[src/rtl/bcd_pkg.sv]
// Shared constants and helpers for the sequential binary-to-BCD converter.
package bcd_pkg;

    localparam int BCD_DIGIT_W = 4;

    localparam logic [1:0] IDLE  = 2'd0;
    localparam logic [1:0] SHIFT = 2'd1;
    localparam logic [1:0] FIN   = 2'd2;

    // Decimal digits needed for a bits-wide unsigned value: ceil(bits * log10(2)).
    function automatic int digits_for(input int bits);
        return (bits * 30103 + 99999) / 100000;
    endfunction

endpackage

[src/rtl/bcd_dabble_cell.sv]
// One BCD digit of the double-dabble chain: add-3 correction then a one-bit shift.
module bcd_dabble_cell
    import bcd_pkg::*;
(
    input  logic [BCD_DIGIT_W-1:0] digit_in,
    input  logic                   carry_in,
    output logic [BCD_DIGIT_W-1:0] digit_out,
    output logic                   carry_out
);

    logic [BCD_DIGIT_W-1:0] adjusted;

    always_comb begin
        adjusted  = (digit_in >= BCD_DIGIT_W'(5)) ? digit_in + BCD_DIGIT_W'(3) : digit_in;
        digit_out = {adjusted[BCD_DIGIT_W-2:0], carry_in};
        carry_out = adjusted[BCD_DIGIT_W-1];
    end

endmodule

[src/rtl/bcd_converter.sv]
// Sequential binary-to-BCD converter, one magnitude bit per clock, with optional
// two's-complement input, overflow detection and significant-digit count.
module bcd_converter
    import bcd_pkg::*;
#(
    parameter int BIN_W  = 32,
    parameter int DIGITS = 10
) (
    input  logic                              clk,
    input  logic                              rst,
    input  logic                              start,
    input  logic [BIN_W-1:0]                  binary_input,
    input  logic [$clog2(BIN_W+1)-1:0]        length,
    input  logic                              signed_en,
    output logic                              busy,
    output logic                              done,
    output logic [BCD_DIGIT_W*DIGITS-1:0]     bcd_out,
    output logic                              neg,
    output logic [$clog2(DIGITS+1)-1:0]       ndigits,
    output logic                              overflow
);

    localparam int LEN_W  = $clog2(BIN_W+1);
    localparam int NDIG_W = $clog2(DIGITS+1);
    localparam int BCD_W  = BCD_DIGIT_W * DIGITS;

    logic [1:0]        state;
    logic [LEN_W-1:0]  cnt;
    logic [BIN_W-1:0]  shreg;
    logic [BCD_W-1:0]  acc;
    logic [BCD_W-1:0]  acc_next;
    logic              ovf_acc;
    logic              neg_pend;

    logic [LEN_W-1:0]  eff_len;
    logic [BIN_W-1:0]  len_mask;
    logic [BIN_W-1:0]  masked_in;
    logic [BIN_W-1:0]  magnitude;
    logic [BIN_W-1:0]  aligned;
    logic              sign_bit;
    logic              is_neg;
    logic [NDIG_W-1:0] sig_digits;
    logic [DIGITS:0]   carry;

    // Operand preparation: clamp the length, mask, take magnitude and left-align it.
    always_comb begin
        eff_len  = (length > LEN_W'(BIN_W)) ? LEN_W'(BIN_W) : length;
        len_mask = '0;
        sign_bit = 1'b0;
        for (int i = 0; i < BIN_W; i++) begin
            if (i < int'(eff_len)) len_mask[i] = 1'b1;
            if (int'(eff_len) == i + 1) sign_bit = binary_input[i];
        end
        masked_in = binary_input & len_mask;
        is_neg    = signed_en & sign_bit;
        magnitude = is_neg ? ((~masked_in + BIN_W'(1)) & len_mask) : masked_in;
        aligned   = magnitude << (LEN_W'(BIN_W) - eff_len);
    end

    assign carry[0] = shreg[BIN_W-1];

    for (genvar g = 0; g < DIGITS; g++) begin : g_cell
        bcd_dabble_cell u_cell (
            .digit_in  (acc[g*BCD_DIGIT_W +: BCD_DIGIT_W]),
            .carry_in  (carry[g]),
            .digit_out (acc_next[g*BCD_DIGIT_W +: BCD_DIGIT_W]),
            .carry_out (carry[g+1])
        );
    end

    // Highest nonzero digit wins; an all-zero result still reports one digit.
    always_comb begin
        sig_digits = NDIG_W'(1);
        for (int k = 0; k < DIGITS; k++) begin
            if (acc[k*BCD_DIGIT_W +: BCD_DIGIT_W] != '0) sig_digits = NDIG_W'(k + 1);
        end
    end

    always_ff @(posedge clk) begin
        if (rst) begin
            state    <= IDLE;
            cnt      <= '0;
            shreg    <= '0;
            acc      <= '0;
            ovf_acc  <= 1'b0;
            neg_pend <= 1'b0;
            busy     <= 1'b0;
            done     <= 1'b0;
            bcd_out  <= '0;
            neg      <= 1'b0;
            ndigits  <= '0;
            overflow <= 1'b0;
        end else begin
            done <= 1'b0;
            case (state)
                IDLE: begin
                    if (start) begin
                        shreg    <= aligned;
                        acc      <= '0;
                        ovf_acc  <= 1'b0;
                        neg_pend <= is_neg;
                        cnt      <= eff_len;
                        busy     <= 1'b1;
                        state    <= (eff_len == '0) ? FIN : SHIFT;
                    end
                end
                SHIFT: begin
                    acc     <= acc_next;
                    shreg   <= shreg << 1;
                    ovf_acc <= ovf_acc | carry[DIGITS];
                    cnt     <= cnt - LEN_W'(1);
                    if (cnt == LEN_W'(1)) state <= FIN;
                end
                FIN: begin
                    bcd_out  <= acc;
                    neg      <= neg_pend;
                    overflow <= ovf_acc;
                    ndigits  <= sig_digits;
                    done     <= 1'b1;
                    busy     <= 1'b0;
                    state    <= IDLE;
                end
                default: state <= IDLE;
            endcase
        end
    end

endmodule

[config.mk]
export PLATFORM = sky130hd
export DESIGN_NAME = bcd_converter
export DESIGN_NICKNAME = d
export VERILOG_FILES = /design/src/rtl/bcd_pkg.sv /design/src/rtl/bcd_dabble_cell.sv /design/src/rtl/bcd_converter.sv
export SDC_FILE = /design/constraint.sdc
export NUM_CORES = 1
export LEC_CHECK = 0
export CELL_PAD_IN_SITES_DETAIL_PLACEMENT = 1
export CELL_PAD_IN_SITES_GLOBAL_PLACEMENT = 1
export CORE_ASPECT_RATIO = 0.6
export CORE_MARGIN = 2
export CORE_UTILIZATION = 45
export DETAILED_ROUTE_END_ITERATION = 12
export HOLD_SLACK_MARGIN = 0.1
export PLACE_DENSITY_LB_ADDON = 0.08
export SLEW_MARGIN = 40
export SYNTH_ARGS = -nofsm -noshare
export SYNTH_HDL_FRONTEND = slang
export SYNTH_SLANG_ARGS = --single-unit
[constraint.sdc]
create_clock -name clk -period 21.9 [get_ports clk]
set_input_delay 2.19 -clock clk [delete_from_list [all_inputs] [get_ports clk]]
set_output_delay 2.19 -clock clk [all_outputs]
set_load 0.05 [all_outputs]
==> key figures <==
Timing
  • Total Neg Setup Slack: 0 ps
  • Final min period: 8180 ps
  • Pins over their slew limit: 0
  • RSZ-0062 raised after global routing: false
  • Worst slew margin: between 40 and 50%
  • Highest clock rate: roughly 0.12 GHz
  • Hold Vio Cnt, Final: 0
  • Worst Max-Slew Pin Slew: ~840 ps
  • Final number of setup-violating endpoints: 0
  • Worst setup skew after layout: about 9.4 ps
  • Final period utilization: a little under two fifths

Worst setup path
  • Category of cells accounting for the largest share of critical-path delay: compound AO/OA/AOI/OAI gates
  • Reg-to-Reg End: shreg[31]$_SDFFE_PP0P_
  • Arrival time of data at the critical path endpoint: about 8500 ps
  • Cell Chain, Critical Path: clkdlybuf4s50_1, buf_4, nor2b_1, inv_1, ha_1, buf_4, or3b_2, o21ai_0, ha_1, nor2b_1, a32oi_1, a2111o_1, or3_4, or2_2, o31ai_1, xor2_1, o32ai_1, o22ai_1, mux2_2, mux2_2, o22ai_1
  • Critical path endpoint category: flop
  • Launching element type of the critical path: input pin
  • Worst path max stage delay: approximately 480 ps
  • Slowest-stage cell, CP: sky130_fd_sc_hd__or3b_2
  • Worst-path maximum fanout: 38
  • Critical R2R Launch: state[0]$_SDFFE_PP0P_
  • Critical path required time: between 20,000 and 25,000 ps
  • Critical path buffers and inverters: 4
  • Setup slack on the worst flop-to-flop path: ~19,000 ps
  • Worst setup path startpoint: length[5]
  • Reg2Reg Depth: 7
  • Critical path class: input pin to flop

Route
  • Met2 wire len: 14.1 mm
  • WL per Instance: between 20 and 25 um
  • Top layer used by detailed routing: met4
  • Detailed-route via count: about 10,000
  • Vias per cell: approximately 6.5
  • Number of DRC violations after detailed-routing iteration 0: 1,280
  • Sum of met3 wire segment lengths after detailed routing: approximately 3.9 mm
  • Number of iterations in the first detailed-routing pass: 6
  • Routed length on met1: about 18 mm
  • Final Routed Wirelength: 36.3 mm
  • Number of routed nets with antenna violations: 0
  • Post-detailed-route DRC marker count: 0

Logic synthesis
  • Leading register cell type out of synthesis: sky130_fd_sc_hd__dfxtp_1
  • Mean instance size in the synthesized netlist: a little over 7 um2
  • Post-synthesis async set-or-reset flop share: 0%
  • Leading cell type by number of instances after synthesis: sky130_fd_sc_hd__nand2_1
  • Synth cell types: 86
  • Synth area leaders: sky130_fd_sc_hd__dfxtp_1, sky130_fd_sc_hd__nand2_1, sky130_fd_sc_hd__a21oi_1
  • Cells after synthesis: about 1,300
  • Number of storage elements in the synthesis netlist: 130
  • Area share of the largest cell type after synthesis: between 20% and 30%
  • Cell area after technology mapping: 9390 um2
  • Fraction of the yosys area taken by sequential cells: ~28%
  • Syn_nets: roughly 1,400
  • Dominant cell type by area after synthesis: sky130_fd_sc_hd__dfxtp_1
  • Number of flops mapped to enable cells by yosys: 0
  • Most common library cells after synthesis: sky130_fd_sc_hd__nand2_1, sky130_fd_sc_hd__nor2_1, sky130_fd_sc_hd__dfxtp_1, sky130_fd_sc_hd__a21oi_1, sky130_fd_sc_hd__o21ai_0
  • Number of warnings issued by yosys: 0

Floorplan
  • IO Pins: 90
  • Floorplan row count: 40
  • DIE WIDTH: 190 um
  • Die boundary height: ~120 um
  • Core area: 20,200 um2
  • Starting density of the core: between 40% and 50%
  • Floorplan die area: approximately 22,000 um2

Clock tree
  • Num Clock Sinks: 130
  • H-tree levels: 4
  • Buffers inserted by post-CTS timing repair: 0
  • Root Driver: sky130_fd_sc_hd__clkbuf_16
  • Post-cts repair resize count: 0
  • Maximum buffer depth of the clock tree: 2
  • Num CTS Buffers: 17
  • Post-cts hold buffer count: 0
  • Clk_lat worst skew: between 400 and 500 ps
  • TritonCTS clock tree: done
  • CTS clk-pin slew, worst paths: 60 ps

Global routing
  • Overall routing resource usage: around 33%
  • Wire length of the first global-routing pass: between 50 and 60 mm
  • Antenna violations before repair: 0
  • Via count of the first global-routing pass: 9,947
  • Maximum number of pins on one net before global-route repair: 70
  • Remaining Overflow, GRT: 0

Place
  • Post-DP HPWL: 26.3 mm
  • Port Buf Inserts: 89
  • Final weighted congestion of routability-driven global placement: between 0.9 and 1

Power and ir drop
  • Internal power: roughly 500 uW
  • Fraction of power consumed by the clock network: about two fifths
  • Worst-case vdd ir drop: about 0.052 mV
  • Switching share of power: between 30% and 40%
  • Power density over cell area: 66.4 nW/um2
  • LEAKAGE: 3.80 nW
  • Total power draw: between 700 and 800 uW
  • Net Sw Power: between 200 and 250 uW
  • Combinational share of power: approximately 26%
  • Share of total power in sequential cells: 34.0%

Layout
  • Synthesis-to-finish area growth: 18.3%
  • Fraction of final layout cells sized beyond drive strength 1: roughly 7.6%
  • Ant. Diodes: 0
  • Number of nets at the end of the flow: roughly 1,400

Min path
  • Worst min-delay path class: flop to flop
  • Critical hold path startpoint: bcd_out[10]$_SDFFE_PP0P_
  • Min-Delay Endpoint: bcd_out[10]$_SDFFE_PP0P_
  • Depth of the worst hold-timing path: 2

Run status
  • Outcome: complete, no violations

Job
  • Max-cap violations: 0
==> cell families (layout without fill, tap and decap cells) <==
family                   after synthesis  count (layout)  share of synthesized area [%]
AND/OR/NAND/NOR                      478             478                           23.4
flip-flops                           130             130                           27.7
buffers and inverters                138             182                           5.72
AO/OA/AOI/OAI                        456             456                           32.4
multiplexers                          30              30                           3.49
XOR/XNOR                              36              36                           3.36
adder cells (fa/ha/maj)               29              29                           3.87
==> power groups by stage <==
stage	clock (mW)	combinational (mW)	sequential, mW
detailed placement	0	0.182	0.255
floorplan	0	0.119	0.255
global placement	0	0.178	0.255
CTS	0.298	0.183	0.250
finish	0.296	0.191	0.251
global route	0.311	0.203	0.251
==> routing by layer <==
metal  up-vias  global-route usage [%]
met1      5106                    51.4
met2       496                    44.6
met5         -                       0
met4         0                    4.50
li1       4821                       -
met3        28                    9.48
==> placed cells by master, fill, tap and decap left out, drive strengths merged, types with 7 or more instances in the layout <==
cell	netlist	layout
dfxtp	130	130
mux2i	17	17
a31oi	9	9
a222oi	17	17
a22oi	45	45
o22ai	31	31
ha	29	29
and2	8	8
nand2	181	181
o21a	7	7
buf	19	24
xor2	14	14
nor2	132	132
nand2b	24	24
o31ai	7	7
nand3	34	34
nor2b	14	14
nor3	33	33
o221ai	7	7
mux2	12	12
xnor2	22	22
a21o	9	9
nor3b	7	7
clkbuf	78	24
o2bb2ai	7	7
o211ai	17	17
a211o	7	7
clkdlybuf4s50	0	88
a211oi	18	18
or2	11	11
o21ai	90	90
inv	40	40
a21oi	122	122
==> sequential cells by signal, summed over array words and instances, names as in the netlist <==
signal,cells
shreg,32
ndigits,4
acc,40
bcd_out,40
ovf_acc,1
overflow,1
busy,1
done,1
neg,1
neg_pend,1
cnt,6
state,2
==> cell type report <==
| class | count | area [um2] |
|---|---|---|
| clock inverter | 5 | 100 |
| tap | 273 | 342 |
| timing repair buffer | 112 | 1080 |
| clock buffer | 24 | 502 |
| sequential | 130 | 2600 |
| fill | 2537 | 9120 |
| inverter | 41 | 154 |
| multi-input combinational | 1029 | 6320 |
==> worst max path at each step <==
stage / end / slack [ps] / depth (start not counted)
floorplan: shreg[29]$_SDFFE_PP0P_ / 13460 / 25
global placement: shreg[29]$_SDFFE_PP0P_ / 13780 / 21
detailed placement: shreg[29]$_SDFFE_PP0P_ / 13490 / 21
CTS: shreg[29]$_SDFFE_PP0P_ / 13910 / 21
global route: shreg[29]$_SDFFE_PP0P_ / 13470 / 21
finish: shreg[29]$_SDFFE_PP0P_ / 13720 / 21
==> through the flow <==
stage,hold slack [ps],util (%),area (um2),instances,setup slack [ps]
2_1_floorplan,432,-,9390,1297,13460
3_3_place_gp,443,51.6,10400,1583,13780
3_5_place_dp,449,51.8,10500,1585,13490
4_1_cts,457,54.8,11100,1614,13910
5_1_grt,474,54.9,11100,1614,13470
6_report,453,54.9,11100,1614,13720
==> worst reg2reg max path, cell delays in order, from the launching register on <==
cell	delay, ps
sky130_fd_sc_hd__dfxtp_1	610
sky130_fd_sc_hd__nand2b_1	550
sky130_fd_sc_hd__and2_2	520
sky130_fd_sc_hd__buf_4	370
sky130_fd_sc_hd__a22oi_1	470
sky130_fd_sc_hd__o211ai_1	150
sky130_fd_sc_hd__a21oi_1	400
sky130_fd_sc_hd__o2bb2ai_1	130
(Power assumes the default switching activity.)
